File: src/rtl/mult_div_unit.sv
// Iterative 32-bit multiply/divide unit holding the architectural HI/LO registers.
// MULT/MULTU use shift-add, DIV/DIVU use restoring division; one iteration per cycle, 32 cycles.
module mult_div_unit (
  input  logic        Clk,
  input  logic        Reset,
  input  logic        Start,
  input  logic [1:0]  Op,
  input  logic [31:0] OperandA,
  input  logic [31:0] OperandB,
  input  logic        HiWrite,
  input  logic        LoWrite,
  input  logic [31:0] MoveData,
  output logic [31:0] Hi,
  output logic [31:0] Lo,
  output logic        Busy,
  output logic        Done
);

  typedef enum logic [1:0] {S_IDLE, S_RUN, S_DONE} state_t;

  state_t      state_q, state_d;
  logic        is_div_q;
  logic [31:0] opnd_q;
  logic [63:0] acc_q;
  logic [4:0]  cnt_q;
  logic        neg_q;
  logic        neg_rem_q;
  logic        div_zero_q;
  logic [31:0] orig_a_q;
  logic [31:0] hi_q, lo_q;

  logic        signed_op, sign_a, sign_b;
  logic [31:0] mag_a, mag_b;
  logic [32:0] add_sum;
  logic [32:0] trial;
  logic [63:0] acc_step;
  logic [63:0] prod_fix;
  logic [31:0] quot_fix, rem_fix;
  logic [31:0] res_hi, res_lo;
  logic        accept;

  assign signed_op = ~Op[0];
  assign sign_a    = signed_op & OperandA[31];
  assign sign_b    = signed_op & OperandB[31];
  assign mag_a     = sign_a ? -OperandA : OperandA;
  assign mag_b     = sign_b ? -OperandB : OperandB;
  assign accept    = Start && (state_q != S_RUN);

  // opnd_q holds the multiplicand (|A|) for multiply and the divisor (|B|) for divide;
  // acc_q low half starts as the multiplier or the dividend respectively.
  always_comb begin
    add_sum  = {1'b0, acc_q[63:32]} + (acc_q[0] ? {1'b0, opnd_q} : 33'd0);
    trial    = acc_q[63:31] - {1'b0, opnd_q};
    acc_step = {add_sum, acc_q[31:1]};
    if (is_div_q) begin
      if (trial[32]) acc_step = {acc_q[62:0], 1'b0};
      else           acc_step = {trial[31:0], acc_q[30:0], 1'b1};
    end
  end

  always_comb begin
    prod_fix = neg_q ? -acc_step : acc_step;
    quot_fix = neg_q ? -acc_step[31:0] : acc_step[31:0];
    rem_fix  = neg_rem_q ? -acc_step[63:32] : acc_step[63:32];
    res_hi   = prod_fix[63:32];
    res_lo   = prod_fix[31:0];
    if (is_div_q) begin
      if (div_zero_q) begin
        res_hi = orig_a_q;
        res_lo = 32'hFFFF_FFFF;
      end else begin
        res_hi = rem_fix;
        res_lo = quot_fix;
      end
    end
  end

  always_comb begin
    state_d = state_q;
    case (state_q)
      S_IDLE:  if (Start) state_d = S_RUN;
      S_RUN:   if (cnt_q == 5'd31) state_d = S_DONE;
      S_DONE:  state_d = Start ? S_RUN : S_IDLE;
      default: state_d = S_IDLE;
    endcase
  end

  always_ff @(posedge Clk) begin
    if (Reset) begin
      state_q    <= S_IDLE;
      is_div_q   <= 1'b0;
      opnd_q     <= '0;
      acc_q      <= '0;
      cnt_q      <= '0;
      neg_q      <= 1'b0;
      neg_rem_q  <= 1'b0;
      div_zero_q <= 1'b0;
      orig_a_q   <= '0;
      hi_q       <= '0;
      lo_q       <= '0;
    end else begin
      state_q <= state_d;
      if (state_q != S_RUN) begin
        if (HiWrite) hi_q <= MoveData;
        if (LoWrite) lo_q <= MoveData;
      end
      if (accept) begin
        is_div_q   <= Op[1];
        opnd_q     <= Op[1] ? mag_b : mag_a;
        acc_q      <= {32'd0, (Op[1] ? mag_a : mag_b)};
        cnt_q      <= '0;
        neg_q      <= sign_a ^ sign_b;
        neg_rem_q  <= sign_a;
        div_zero_q <= (OperandB == 32'd0);
        orig_a_q   <= OperandA;
      end else if (state_q == S_RUN) begin
        acc_q <= acc_step;
        cnt_q <= cnt_q + 5'd1;
        // Last iteration: the fixed-up result lands on the same edge that enters DONE.
        if (cnt_q == 5'd31) begin
          hi_q <= res_hi;
          lo_q <= res_lo;
        end
      end
    end
  end

  assign Hi   = hi_q;
  assign Lo   = lo_q;
  assign Busy = (state_q == S_RUN);
  assign Done = (state_q == S_DONE);

endmodule

File: config.mk
export PLATFORM = sky130hd
export DESIGN_NAME = mult_div_unit
export DESIGN_NICKNAME = d
export VERILOG_FILES = /design/src/rtl/mult_div_unit.sv
export SDC_FILE = /design/constraint.sdc
export NUM_CORES = 1
export LEC_CHECK = 0
export ABC_CLOCK_PERIOD_IN_PS = 4600
export CORE_AREA = 10 10 194 196
export DETAILED_ROUTE_END_ITERATION = 6
export DIE_AREA = 0 0 204 206
export PLACE_DENSITY = 0.81
export RECOVER_POWER = 100
export REMOVE_ABC_BUFFERS = 1
export SYNTH_ARGS = -nofsm -noshare
export SYNTH_HDL_FRONTEND = slang
export SYNTH_SLANG_ARGS = --single-unit
File: constraint.sdc
create_clock -name Clk -period 4.6 [get_ports Clk]
set_clock_uncertainty 0.1 [all_clocks]
set_input_delay 0.92 -clock Clk [delete_from_list [all_inputs] [get_ports Clk]]
set_output_delay 0.92 -clock Clk [all_outputs]
set_load 0.01 [all_outputs]
* Yosys cells after proc, flatten, opt, wreduce, memory -nomap -nowiden
Cells that the tools add are included.
** Operators by class
- Add/subtract/negate cells :: 8
- Muxes and demuxes :: 30
- Equality and inequality tests :: 6
- Bitwise operators :: 4
- Reduce and logical (&&, ||, !) cells :: 6
** Operator list (count)
- 2-to-1 mux 32 bit :: 23
- 2-to-1 mux 64 bit :: 3
- negation 32 bit :: 4
- negation 64 bit :: 1
- adder 32 x 32 -> 33 bit :: 1
- subtractor 33 x 32 -> 33 bit :: 1
- logical NOT 32 bit :: 1
- one-hot mux 2 bit (3 select lines) :: 1
- adder 5 x 1 -> 5 bit (second input constant) :: 1
- == test 5 bit (second input constant) :: 1
- 2-to-1 mux 2 bit :: 2
- inequality test 2 x 1 -> 1 bit (second input constant) :: 2
- AND 1 bit :: 2
- == test 2 x 1 -> 1 bit (second input constant) :: 1
- == test 2 bit (second input constant) :: 1
- logical NOT 2 bit :: 1
- inequality test 2 bit (second input constant) :: 1
- AND reduction 2 bit :: 1
- nonzero test 2 bit :: 1
- OR reduction 2 bit :: 1
- logical AND 1 bit :: 1
- 2-to-1 mux 1 bit :: 1
- inverter 1 bit :: 1
- bitwise XOR 1 bit :: 1
** Storage, ports and cells
- Register bits :: 203
- Output and inout port bits :: 66
- Logic and storage cells :: 66
- Input port bits :: 103

* Longest topological paths before layout
- Word-level depth :: 10
- Gate-level depth with buffers :: 21

* Least setup slack after synthesis
OpenSTA, ideal clock, no wires.
- Path kind :: register to register
- From :: register acc_q[31]
- To :: register hi_q[28] (netlist: Hi[28])
- Stages on the path, launching flop included :: 18
- Slack :: -0.269 ns
- Data arrival time :: 4.641 ns
- Data required time :: 4.372 ns
- Path through :: dfxtp_1 inv_1 ha_1 fa_1 nor2b_1 o2111ai_1 a21oi_1 o211ai_2 a31oi_2 buf_2 o21ai_0 a31oi_1 ha_1 nand4_2 or4_4 or4b_1 o311ai_1 a211oi_1
** Between the ends
- Longest elaborated chain between the ends :: 10
** Ends and longest elaborated chain
- start: declaration :: line 24 : logic [63:0] acc_q;
- start signal: assignment :: line 110 : acc_q <= {32'd0, (Op[1] ? mag_a : mag_b)};
- start signal: assignment :: line 117 : acc_q <= acc_step;
- subtractor 33 x 32 -> 33 bit :: line 53 : trial = acc_q[63:31] - {1'b0, opnd_q};
- 2-to-1 mux 64 bit :: line 56 : if (trial[32]) acc_step = {acc_q[62:0], 1'b0};
- 2-to-1 mux 64 bit * :: line 55 : if (is_div_q) begin
- negation 32 bit :: line 64 : rem_fix = neg_rem_q ? -acc_step[63:32] : acc_step[63:32];
- 2-to-1 mux 32 bit :: line 64
- 2-to-1 mux 32 bit :: line 68 : if (div_zero_q) begin
- 2-to-1 mux 32 bit * :: line 67 : if (is_div_q) begin
- 2-to-1 mux 32 bit * :: line 120 : if (cnt_q == 5'd31) begin
- 2-to-1 mux 32 bit * :: line 116 : end else if (state_q == S_RUN) begin
- 2-to-1 mux 32 bit * :: line 107 : if (accept) begin
- end signal: assignment :: line 104 : if (HiWrite) hi_q <= MoveData;
- end signal: assignment :: line 121 : hi_q <= res_hi;
- end: declaration :: line 30 : logic [31:0] hi_q, lo_q;
Every way passes the cells marked *; elsewhere a longest branch is shown, timed or not.
A chain may end at the register's enable or synchronous reset.

* Worst setup path after layout
- From :: register opnd_q[0]
- To :: register hi_q[28] (netlist: Hi[28])
** Between the ends
- Longest elaborated chain between the ends :: 10
** Ends and longest elaborated chain
- start: declaration :: line 23 : logic [31:0] opnd_q;
- start signal: assignment :: line 109 : opnd_q <= Op[1] ? mag_b : mag_a;
- subtractor 33 x 32 -> 33 bit / 2-to-1 mux 32 bit (equally long branches) :: line 53, 52
- 2-to-1 mux 64 bit / adder 32 x 32 -> 33 bit (equally long branches) :: line 56, 52
- 2-to-1 mux 64 bit * :: line 55
- negation 32 bit :: line 64
- 2-to-1 mux 32 bit :: line 64
- 2-to-1 mux 32 bit :: line 68
- 2-to-1 mux 32 bit * :: line 67
- 2-to-1 mux 32 bit * :: line 120
- 2-to-1 mux 32 bit * :: line 116
- 2-to-1 mux 32 bit * :: line 107
Marks and branches as above.

==> impl_summary.log <==
INFO  metric setup.worst_path.end_class = flip-flop
INFO  metric dr_total_vias = 22100
INFO  metric post_drt_wl_per_cell = 24.0 µm
INFO  metric placedInstanceArea = 0.0227 mm²
INFO  metric post-layout-total-power = 7250 µW
INFO  metric sequential_cell_area_fraction_in_the_yosys_report = 22.6%
INFO  metric totalNegativeSetupSlack = -193 ps
INFO  metric layout.area.seq = 0.00408 mm²
INFO  metric synthTopCellsByCount = nand2_1 (369), nor2_1 (212), a21oi_1 (206), dfxtp_1 (203), clkbuf_1 (145)
INFO  metric worst_hold_path_class = reg -> reg
INFO  metric period_share = 103%
INFO  metric number_of_global_route_vias_before_repair = 20700
INFO  metric die-width = 204 µm
INFO  metric worstPathRequired = 4960 ps
INFO  metric cts.sinks = 203
INFO  metric netlist.area_leader.share = 22.6%
INFO  metric synthMostInstantiatedCell = nand2_1
INFO  metric fillerInstances = 2716
INFO  metric gpl.final_weighted_congestion = 1.02
INFO  metric worst_ep_arrival_time = 5080 ps
INFO  metric peakVddDrop = 308 µV
INFO  metric setup_slack = -118 ps
INFO  metric port-buffer-count = 168
INFO  metric power.leakage = 0.0100 µW
INFO  metric max_freq = 212 MHz
INFO  metric global_route_wire_length_before_repair = 122000 µm
INFO  metric area_delta_synth_final = 36.4%
INFO  metric swShare = 37.7%
INFO  metric floorplan.die.height = 206 µm
INFO  metric p_clk_share = 31.3%
INFO  metric internal_power = 4520 µW
INFO  metric grt_remaining_overflow = 0
INFO  metric grt_setup_unrepaired = yes
INFO  metric fin_nets = 3107
INFO  metric num_rows = 68
INFO  metric multi_input_comb_area = 0.0138 mm²
INFO  metric yosysWarningCount = 0
INFO  metric ys_ff_latch = 203
INFO  metric io-pin-count = 169
INFO  metric globalRouteTotalUtil = 36.8%
INFO  metric run_status = finished with violations
INFO  metric combinational_fraction_of_design_power = 41.2%
INFO  metric synth_enable_flop_cells = 0
INFO  metric cap_violations = 4
INFO  metric slew_violations = 147
INFO  metric tightest_slew = 2110 ps
INFO  metric synth_area = 0.0180 mm²
INFO  metric critPathLaunchType = flip-flop
INFO  metric synth-main-ff-cell = dfxtp_1
INFO  metric final_area = 0.0246 mm²
INFO  metric clock_latency_on_the_worst_skew_pair = 580 ps
INFO  metric switching_power = 2730 µW
INFO  metric setup_viol = 3
INFO  metric drt-vias-per-instance = 6.49
INFO  metric layout.core_utilization = 72.3%
INFO  metric power.sequential.fraction = 27.5%
INFO  metric finalWorstPathRequiredPeriod = 4720 ps
INFO  metric power.density = 295 mW/mm²
INFO  metric firstDrtPassIters = 6
INFO  metric clock_root_buffer_master = clkbuf_16
INFO  metric post-dp-hpwl = 62300 µm
INFO  metric crit_fanout = 2
INFO  metric antenna_found_initial = 2
INFO  metric hold_fails_final_rpt = 0
INFO  metric clk_pin_slew = 60 ps
INFO  metric finalWirelength = 81900 µm
INFO  metric cts_tree = yes
INFO  metric floorplan.core_area = 0.0339 mm²
INFO  metric detail_route.drc_violations = 0
INFO  metric synth.largest_area_cell = dfxtp_1
INFO  metric synth.area.top_cells = dfxtp_1 (23%), nand2_1 (7.7%), a21oi_1 (5.7%)
INFO  metric setup.worst_path.class = reg -> reg
INFO  metric slew_headroom = -40.8%
INFO  metric violated_checks = max-capacitance violations, max-slew violations, negative setup slack
INFO  metric ys_types = 94
INFO  metric synth_cells = 2480
INFO  metric drtAntennaViolNets = 0
INFO  metric ctsHtreeMaxLevel = 1
INFO  metric tritoncts.num_buffers = 27
INFO  metric detailedRoute.firstIterationViolations = 3017
INFO  metric design.die.area = 0.0420 mm²
INFO  metric synthArstFlopShare = 0%
INFO  metric avgSynthCellArea = 7.26 µm²
INFO  metric start_util = 53.1%
INFO  metric grt_start_max_net_pins = 89
INFO  metric drive_above_1_share = 22.0%
INFO  metric clock_tree.buffer_depth = 3
-- worst max-delay path, stage by stage, from the launching register on --
cell and delay, ps:
dfxtp_2 340, and2_4 170, ha_4 160, fa_2 340, a21o_1 210, a221oi_4 330
o31ai_4 140, o31a_1 350, xnor2_1 160, buf_4 150, nor2_4 30, a221o_1 290
or3_4 340, or4_4 570, or4b_4 580, o311ai_4 290, a211oi_2 50
-- through the flow --
step | setup WS, ps | hold slack [ps] | std cells
final | -118 | 361 | 3409
after detailed placement | -342 | 349 | 3330
after CTS | -75.4 | 357 | 3393
after global routing | -200 | 372 | 3408
after global placement | -209 | 341 | 3330
after floorplan | -2950 | 325 | 2300
-- what timing repair did --
| item | 4_1_cts | 5_1_grt |
|---|---|---|
| resized for setup | 71 | 96 |
| endpoints found under the setup margin | 23 | 24 |
| pin swaps | 27 | 55 |
| endpoints found under the hold margin | 0 | 0 |
| hold buffers | 0 | 0 |
| buffers inserted | 14 | 14 |
-- cells by family after synthesis --
kind of cell | synth area share [%]
buffers and inverters | 5.29
adder cells (fa/ha/maj) | 5.09
AO/OA/AOI/OAI | 29.9
AND/OR/NAND/NOR | 23.8
flip-flops | 22.6
XOR/XNOR | 7.83
multiplexers | 5.52
-- layer usage --
metal	global-route usage, %	wire, µm	up-vias
met1	48.1	32500	10400
met3	6.61	8920	264
met2	58.7	36100	1399
li1	-	-	10100
met4	15.4	4290	0
met5	0	0	-
-- state kept, by name (all words and copies together) (netlist names) --
register    count
cnt_q           5
neg_rem_q       1
is_div_q        1
neg_q           1
state_q         2
opnd_q         32
div_zero_q      1
Lo             32
Hi             32
orig_a_q       32
acc_q          64
-- layout by cell type (no fill, tap or decap), types with 17 or more instances in the layout --
| cell type | n |
|---|---|
| a211oi_1 | 104 |
| a21o_1 | 28 |
| a21oi_1 | 194 |
| a221oi_1 | 44 |
| a31oi_1 | 23 |
| and2_1 | 40 |
| and3_1 | 17 |
| buf_4 | 405 |
| clkbuf_1 | 21 |
| clkbuf_16 | 27 |
| clkdlybuf4s50_1 | 97 |
| dfxtp_1 | 192 |
| dlygate4sd3_1 | 69 |
| ha_1 | 59 |
| inv_1 | 62 |
| mux2_2 | 18 |
| mux2i_1 | 79 |
| nand2_1 | 366 |
| nand2b_1 | 21 |
| nand3_1 | 31 |
| nand4_1 | 22 |
| nor2_1 | 207 |
| nor2b_1 | 19 |
| nor3_1 | 67 |
| nor4_1 | 19 |
| o211ai_1 | 35 |
| o21ai_0 | 99 |
| o31ai_1 | 30 |
| or3_1 | 23 |
| xnor2_1 | 100 |
| xor2_1 | 60 |
-- area by class of cell --
type                       instances  share of cell area (%)
multi-input combinational       2032                    56.0
timing repair buffer             603                    20.2
sequential                       203                    16.6
clock buffer                      37                    3.03
tap                              455                    2.32
inverter                          65                   0.993
clock inverter                    12                   0.769
antenna                            2                  0.0204
-- worst paths after layout --
kind / cells after the start / endpoint / slack (ps) / start
worst min register to register: 2 / orig_a_q[26]$_SDFFE_PP0P_ / 360 / orig_a_q[26]$_SDFFE_PP0P_
worst min-delay path: 2 / orig_a_q[26]$_SDFFE_PP0P_ / 360 / orig_a_q[26]$_SDFFE_PP0P_
worst max-delay path: 16 / Hi[28]$_SDFF_PP0_ / -120 / opnd_q[0]$_SDFFE_PP0P_
worst max register to register: 16 / Hi[28]$_SDFF_PP0_ / -120 / opnd_q[0]$_SDFFE_PP0P_
-- power groups by stage --
stage | logic, µW | registers (µW) | clock network [µW]
3_5_place_dp | 2660 | 2020 | 0
3_3_place_gp | 2640 | 2020 | 0
6_report | 2990 | 1990 | 2270
2_1_floorplan | 1350 | 2030 | 0
5_1_grt | 3150 | 2000 | 2330
4_1_cts | 2780 | 1990 | 2270
Power figures use the tool's default switching activity.
